--- src/rtl/seg7_scan_display.sv ---
`timescale 1ns/1ps
// -----------------------------------------------------------------------------
// seg7_scan_display
// Display stage for the key-driven up/down counter. A binary value is latched
// on value_valid, converted to four BCD digits by a sequential double-dabble,
// and then shown on a 4-digit multiplexed 7-segment display.
//
// Ports
//   FPGA_CLK    : system clock, all logic on its rising edge
//   RESET_BUT   : asynchronous active-high reset
//   value       : unsigned binary value to display (W bits)
//   value_valid : one-cycle strobe, value sampled when high
//   dig_n       : digit enables, active-low, bit 0 = least significant digit
//   seg_n       : segments, active-low, bit0=a .. bit6=g, bit7=dp
//   busy        : conversion in progress
//   done        : one-cycle pulse in the cycle the display register is loaded
// -----------------------------------------------------------------------------
module seg7_scan_display #(
   parameter int W        = 14,
   parameter int SCAN_DIV = 50000,
   parameter bit BLANK_LZ = 1'b1
) (
   input  logic         FPGA_CLK,
   input  logic         RESET_BUT,
   input  logic [W-1:0] value,
   input  logic         value_valid,
   output logic [3:0]   dig_n,
   output logic [7:0]   seg_n,
   output logic         busy,
   output logic         done
);

   localparam int CW = $clog2(W);
   localparam int PW = $clog2(SCAN_DIV);

   typedef enum logic [1:0] {S_IDLE, S_SHIFT, S_COMMIT} state_t;

   // Converter state
   state_t          r_state;
   logic [W-1:0]    r_bin;
   logic [15:0]     r_bcd;
   logic [CW-1:0]   r_bit_cnt;
   logic            r_ovf;
   logic            r_pend;
   logic [W-1:0]    r_pend_val;
   logic            r_busy;
   logic            r_done;

   // Display state
   logic [15:0]     r_disp_bcd;
   logic            r_disp_ovf;
   logic [PW-1:0]   r_presc;
   logic [1:0]      r_idx;
   logic [3:0]      r_dig_n;
   logic [7:0]      r_seg_n;

   // Combinational helpers
   logic [W-1:0]    w_load_val;
   logic [15:0]     w_bcd_adj;
   logic [W+15:0]   w_shift;
   logic [3:0]      w_cur_digit;
   logic [3:0]      w_lead_zero;
   logic [7:0]      w_seg_next;

   // Add 3 to every BCD nibble that is 5 or more, before the shift.
   function automatic logic [15:0] f_dd_adjust(input logic [15:0] bcd);
      logic [15:0] res;
      res = bcd;
      for (int i = 0; i < 4; i++) begin
         if (res[i*4 +: 4] >= 4'd5)
            res[i*4 +: 4] = res[i*4 +: 4] + 4'd3;
      end
      return res;
   endfunction

   function automatic logic f_is_ovf(input logic [W-1:0] v);
      return 32'(v) > 32'd9999;
   endfunction

   // Active-high segment pattern {g,f,e,d,c,b,a}; A-F are blank.
   function automatic logic [6:0] f_seg(input logic [3:0] d);
      case (d)
         4'd0:    return 7'h3F;
         4'd1:    return 7'h06;
         4'd2:    return 7'h5B;
         4'd3:    return 7'h4F;
         4'd4:    return 7'h66;
         4'd5:    return 7'h6D;
         4'd6:    return 7'h7D;
         4'd7:    return 7'h07;
         4'd8:    return 7'h7F;
         4'd9:    return 7'h6F;
         default: return 7'h00;
      endcase
   endfunction

   // A strobe arriving in the same cycle as COMMIT wins over an older pending value.
   assign w_load_val = value_valid ? value : r_pend_val;
   assign w_bcd_adj  = f_dd_adjust(r_bcd);
   assign w_shift    = {w_bcd_adj, r_bin} << 1;

   // -------------------------------------------------------------------------
   // Converter FSM
   // -------------------------------------------------------------------------
   // NOTE: sequential state uses non-blocking assignments so every register
   // samples the pre-edge values, independent of statement order.
   always_ff @(posedge FPGA_CLK or posedge RESET_BUT) begin
      if (RESET_BUT) begin
         r_state    <= S_IDLE;
         r_bin      <= '0;
         r_bcd      <= '0;
         r_bit_cnt  <= '0;
         r_ovf      <= 1'b0;
         r_pend     <= 1'b0;
         r_pend_val <= '0;
         r_busy     <= 1'b0;
         r_done     <= 1'b0;
         r_disp_bcd <= '0;
         r_disp_ovf <= 1'b0;
      end else begin
         r_done <= 1'b0;
         case (r_state)
            S_IDLE: begin
               if (value_valid) begin
                  r_bin     <= value;
                  r_bcd     <= '0;
                  r_ovf     <= f_is_ovf(value);
                  r_bit_cnt <= CW'(W-1);
                  r_busy    <= 1'b1;
                  r_state   <= S_SHIFT;
               end
            end
            S_SHIFT: begin
               r_bcd <= w_shift[W+15:W];
               r_bin <= w_shift[W-1:0];
               if (r_bit_cnt == '0) begin
                  r_done  <= 1'b1;
                  r_state <= S_COMMIT;
               end else begin
                  r_bit_cnt <= r_bit_cnt - CW'(1);
               end
               if (value_valid) begin
                  r_pend     <= 1'b1;
                  r_pend_val <= value;
               end
            end
            S_COMMIT: begin
               r_disp_bcd <= r_bcd;
               r_disp_ovf <= r_ovf;
               if (value_valid || r_pend) begin
                  // Back-to-back conversion: busy stays high, no idle cycle.
                  r_bin     <= w_load_val;
                  r_bcd     <= '0;
                  r_ovf     <= f_is_ovf(w_load_val);
                  r_bit_cnt <= CW'(W-1);
                  r_pend    <= 1'b0;
                  r_state   <= S_SHIFT;
               end else begin
                  r_busy  <= 1'b0;
                  r_state <= S_IDLE;
               end
            end
            default: r_state <= S_IDLE;
         endcase
      end
   end

   // -------------------------------------------------------------------------
   // Segment selection for the digit slot currently being scanned
   // -------------------------------------------------------------------------
   // NOTE: every signal gets a default at the top so no path leaves it
   // unassigned, which keeps this purely combinational.
   always_comb begin
      w_cur_digit    = r_disp_bcd[{r_idx, 2'b00} +: 4];
      w_lead_zero    = 4'b0000;
      w_lead_zero[3] = (r_disp_bcd[15:12] == 4'd0);
      w_lead_zero[2] = w_lead_zero[3] && (r_disp_bcd[11:8] == 4'd0);
      w_lead_zero[1] = w_lead_zero[2] && (r_disp_bcd[7:4] == 4'd0);
      w_seg_next     = {1'b1, ~f_seg(w_cur_digit)};
      if (r_disp_ovf)
         w_seg_next = 8'hBF;
      else if (BLANK_LZ && w_lead_zero[r_idx])
         w_seg_next = 8'hFF;
   end

   // -------------------------------------------------------------------------
   // Scan prescaler and registered digit/segment drivers
   // -------------------------------------------------------------------------
   always_ff @(posedge FPGA_CLK or posedge RESET_BUT) begin
      if (RESET_BUT) begin
         r_presc <= '0;
         r_idx   <= 2'd0;
         r_dig_n <= 4'hF;
         r_seg_n <= 8'hFF;
      end else begin
         if (r_presc == PW'(SCAN_DIV-1)) begin
            r_presc <= '0;
            r_idx   <= r_idx + 2'd1;
         end else begin
            r_presc <= r_presc + PW'(1);
         end
         r_dig_n <= ~(4'b0001 << r_idx);
         r_seg_n <= w_seg_next;
      end
   end

   assign dig_n = r_dig_n;
   assign seg_n = r_seg_n;
   assign busy  = r_busy;
   assign done  = r_done;

endmodule

--- config.mk ---
export PLATFORM = sky130hd
export DESIGN_NAME = seg7_scan_display
export DESIGN_NICKNAME = d
export VERILOG_FILES = /design/src/rtl/seg7_scan_display.sv
export SDC_FILE = /design/constraint.sdc
export NUM_CORES = 1
export LEC_CHECK = 0
export ABC_AREA = 1
export ABC_CLOCK_PERIOD_IN_PS = 4200
export CAP_MARGIN = 20
export CELL_PAD_IN_SITES_DETAIL_PLACEMENT = 1
export CELL_PAD_IN_SITES_GLOBAL_PLACEMENT = 1
export CORE_MARGIN = 5
export CORE_UTILIZATION = 45
export DETAILED_ROUTE_END_ITERATION = 8
export PLACE_DENSITY_LB_ADDON = 0.12
export SYNTH_ARGS = -nofsm -noshare
export SYNTH_HDL_FRONTEND = slang
export SYNTH_SLANG_ARGS = --single-unit
--- constraint.sdc ---
create_clock -name FPGA_CLK -period 4.2 [get_ports FPGA_CLK]
set_input_delay 0.84 -clock FPGA_CLK [delete_from_list [all_inputs] [get_ports FPGA_CLK]]
set_output_delay 0.84 -clock FPGA_CLK [all_outputs]
set_load 0.03 [all_outputs]
# Word level (Yosys, flattened, before mapping)

Memories as Yosys holds them, arrays and structs flattened.
Cells that the tools add are included.

Memories kept: 1
Register bits after elaboration: 101
Memory bits (read-only): 112
Word-level logic and storage cells: 94

Add/sub/neg operators: 7
$lt $le $gt $ge: 7
Reduce and logical (&&, ||, !) cells: 17
Mux-type cells: 34
Equality and inequality tests: 9
Bitwise gates (word level): 2
Shifts and indexed selects: 2

Memories:

| name             | words | bits a word | rd ports | clocked after memory_dff | wr ports | RTL line | RTL |
|---|---|---|---|---|---|---|---|
| (name not given) | 16    | 7           | 1        | 0                        | 0        | 82       | `case (d)` |

Operators by type and width:

| kind                  | number |
|---|---|
| $mux 16               | 3 |
| $pmux 16 s3           | 1 |
| $mux 14               | 3 |
| $pmux 14 s3           | 1 |
| $gt 14x14->1 const B  | 2 |
| $mux 4                | 6 |
| $add 16x1->16 const B | 1 |
| $eq 16x16->1 const B  | 1 |
| $ge 4x3->1 const B    | 4 |
| $logic_not 4->1       | 4 |
| $shiftx 16x5->4       | 1 |
| $mux 7                | 2 |
| $add 4x2->4 const B   | 3 |
| $ne 2x2->1 const B    | 6 |
| $pmux 4 s3            | 1 |
| $reduce_and 3->1      | 4 |
| $mux 1                | 9 |
| $not 7->7             | 1 |
| $pmux 1 s2            | 3 |
| $pmux 2 s3            | 1 |
| $mux 2                | 2 |
| $not 4->4             | 1 |
| $reduce_and 4->1      | 1 |
| $reduce_bool 2->1     | 2 |
| other kinds (14)      | 15 |

# Longest topological paths before layout

Depth after elaboration: 7
Depth in mapped cells: 10

# Worst setup path before layout

No wires, ideal clock.

Path kind: input-to-reg
From: input port value_valid
To: register r_bin[1]
Cell stages on the path: 8
Arrival: 1,568 ps
Library setup time: 117 ps
Slack: 2,515 ps
Buffers on the path: 2
Cells stage by stage: inv_2 buf_6 nand2_4 nand3_4 clkbuf_1 a21oi_1 nand2_1 nand2_1

Cells in the longest elaborated chain, start to end: 3

Ends and longest elaborated chain:

| element                                         | RTL line | RTL |
|---|---|---|
| start, declared                                 | 26       | `input logic value_valid,` |
| $mux 14 or $logic_or 1x1->1 (tied branches)     | -        |  |
| $mux 14 or $ne 2x2->1 (tied branches)           | -        |  |
| $pmux 14 s3 or $reduce_and 3->1 (tied branches) | -        |  |
| end signal, assigned                            | 125      | `r_bin <= value;` |
| end signal, assigned                            | 135      | `r_bin <= w_shift[W-1:0];` |
| end signal, assigned                            | 152      | `r_bin <= w_load_val;` |
| end, declared                                   | 40       | `logic [W-1:0] r_bin;` |

Several ways; a longest one is shown, not always the timed one. The select of a mux whose other input is x is not followed.
A chain may end at the register's enable or synchronous reset.

# Worst setup path in the final report

From: input port value_valid
To: register r_bcd[13]

Cells in the longest elaborated chain, start to end: 3

Ends and longest elaborated chain:

| element                        | RTL line | RTL |
|---|---|---|
| $logic_or 1x1->1               | 150      | `if (value_valid \|\| r_pend) begin` |
| $ne 2x2->1 (no line)           | -        |  |
| $reduce_and 3->1 (no line) (*) | -        |  |
| end signal, assigned           | 134      | `r_bcd <= w_shift[W+15:W];` |
| end, declared                  | 41       | `logic [15:0] r_bcd;` |

Every way passes the cells marked *; elsewhere a longest branch is shown, timed or not.

==> results.yml <==
outcome:
  outcome: "complete, no violations"
floorplanning:
  ioPinCount: 31
  die_w_um: 119
  die-area_sq_mm: 0.0142
  core_sq_mm: 0.0115
  rows: 39
  initial_core_util_pct: 46.4
  die_h_um: 119
timing:
  fin_ws_ns: 1.18
  clock_skew_ns: 0.00631
  fmax_mhz: 331
  rsz0062_at_grt: "false"
  finalCritPeriodShare_pct: 71.9
  finalCriticalPeriod_ns: 3.02
  slew_viol_final: 0
  finalHoldViolations: 0
  setup-violations-final: 0
  fin_setup_tns_ns: 0
  relSlewSlack_pct: 42.7
  worstMarginPinSlew_ns: 0.858
placed_design:
  pre_cts_ws_ns: 0.830
  dpl.hpwl_um: 9280
  io_buffers: 29
  gp_congestion: 0.856
pwr:
  ir_drop_mv: 0.224
  powerDensity_mw_per_mm2: 540
  p_leak_uw: 0.00281
synthesis:
  syn-num-nets: 690
  ys_top_cells_by_count: "157 x nand2_1, 89 x dfrtp_1, 83 x inv_1"
  synth_most_common_cell: "nand2_1"
  synth_seq_cells: 100
  synth_area_leaders: "dfrtp_1 42%, nand2_1 11%, o21ai_0 7.0%"
  synthDistinctLibCells: 35
  syn-cell-area_sq_mm: 0.00535
  synth_flop_cell: "dfrtp_1"
  synth_edf_count: 0
  yosysSeqAreaShare_pct: 47.1
  avgSynthCellArea_sq_um: 8.24
  synth_cells: 649
  synth_top_cell_area_share_pct: 41.7
  ys_warn_count: 0
  synthArstFlopShare_pct: 100
  synth_top_area_cell: "dfrtp_1"
clocking:
  insertion_delay_ns: 0.34
  clockRootBuffer: "clkbuf_16"
  hold_buffers: 0
  numCtsBuffers: 9
  cts_buffer_depth: 2
  post_cts_buffers: 0
  clk_pin_slew_ns: 0.07
  cts_resized: 0
  cts_sinks: 100
  cts_tree: "built"
  ctsHtreeMaxLevel: 3
drt:
  wl_um: 12900
  vias: 4331
  wl_per_cell_um: 15.7
  first_pass_iters: 5
  antenna_left: 0
  drt_iter0_drc: 156
  drc_errors: 0
  viasPerCell: 5.29
critical_path:
  slowest_delay_ns: 0.73
  arrival_ns: 3.28
  worst_setup_path_start_kind: "input port"
  cp_data_required_time_ns: 4.46
  crit_fanout: 28
  crit_type: "in -> reg"
  setup.worst_path.end_class: "flip-flop"
  worstPathCellList: "clkdlybuf4s50_1 > inv_2 > nand3_1 > nand3_4 > inv_4 > nand2_2 > o22ai_1"
  crit_slowest_cell: "clkdlybuf4s50_1"
global_route:
  use_met2_pct: 33.2
  met1_usage_pct: 25.2
  use_met3_pct: 2.75
  grt_busiest_layer: "met2"
  grt-ovfl-total: 0
  grt_max_degree: 65
  antenna_found_initial: 0
  grt_pass1_vias: 4524
  grt_pass1_wl_um: 22500
  grt_usage_pct: 19.3
layout:
  fin_nets: 712
  drive_gt1_share_pct: 8.88
  seqCellArea_sq_mm: 0.00252
  n_fill_cell: 1420
  syn_to_final_growth_pct: 12.1
  antenna_cells: 0
  multiInputGateArea_sq_mm: 0.00237
job:
  maxCapViolations: 0
min_path:
  hp-class: "reg -> reg"
-- cells by family after synthesis --
kind of cell | share of synthesized area, %
AO/OA/AOI/OAI | 14.2
buffers and inverters | 8.57
AND/OR/NAND/NOR | 21.2
flip-flops | 47.1
XOR/XNOR | 3.11
adder cells (fa/ha/maj) | 5.62
multiplexers | 0.211
other | 0.0702
-- flip-flops by register name, summed over array words and instances (netlist names), 2 cells and up --
signal,flops
r_bcd,16
r_disp_bcd,16
r_presc,16
r_bin,14
r_pend_val,14
seg_n,7
dig_n,4
r_bit_cnt,4
r_idx,2
r_state,2
-- critical path: cells and delay by family --
family                 cells  cell delay [ns]
buffers and inverters      3             1.39
AND/OR/NAND/NOR            3             0.84
AO/OA/AOI/OAI              1             0.19
-- cells in the final DEF, fill, tap and decap left out, types with 10 or more instances in the layout --
cell type        count
o22ai_1             10
clkdlybuf4s50_1     29
nand3_1             38
o22ai_2             10
xor2_1              17
nor2_1              39
nand2_1            157
ha_1                24
o21ai_0             75
a21oi_1             27
dfrtp_1             89
inv_1               82
dfstp_2             11
-- metal layers --
layer,vias to the layer above,wire (um)
met5,-,0
met4,0,178
met3,16,324
met2,52,6290
met1,2133,6090
li1,2130,-
-- cell type report --
type | count | share of cell area (%)
flip-flops and latches | 100 | 42.0
multi-input cells | 439 | 39.6
inverters | 89 | 5.66
repair buffers | 32 | 5.43
clock buffers | 13 | 4.01
well taps | 143 | 2.99
clock inverters | 3 | 0.313
-- report_power, final --
| part | switching (uW) | internal, uW | leakage (uW) |
|---|---|---|---|
| Clock | 347 | 402 | 0.000128 |
| Combinational | 762 | 391 | 0.00140 |
| Sequential | 122 | 1210 | 0.00128 |
-- metrics by stage --
stage / cells / util, % / hold WS (ns) / cell area [sq um] / total power (uW)
2_1_floorplan: 649 / - / 0.406 / 5350 / 2190
3_3_place_gp: 803 / 49.8 / 0.422 / 5730 / 2450
3_5_place_dp: 803 / 49.8 / 0.440 / 5730 / 2510
4_1_cts: 819 / 52.0 / 0.449 / 5990 / 3280
5_1_grt: 819 / 52.0 / 0.478 / 5990 / 3490
6_report: 819 / 52.0 / 0.455 / 5990 / 3240
-- worst paths after layout --
| kind | from | endpoint | slack (ns) | depth (start not counted) |
|---|---|---|---|---|
| max | value_valid | r_bcd[13]$_DFFE_PP0P_ | 1.18 | 7 |
| min | r_disp_ovf$_DFFE_PP0P_ | seg_n[6]$_DFF_PP1_ | 0.46 | 1 |
| max reg2reg | r_state[1]$_DFFE_PP0P_ | r_pend_val[0]$_DFFE_PP0P_ | 2.07 | 5 |
| min reg2reg | r_disp_ovf$_DFFE_PP0P_ | seg_n[6]$_DFF_PP1_ | 0.46 | 1 |
| max in group asynchronous | RESET_BUT | dig_n[1]$_DFF_PP1_ | 2.44 | 3 |
| min in group asynchronous | RESET_BUT | r_presc[3]$_DFF_PP0_ | 1.03 | 2 |
(Power assumes the default switching activity.)
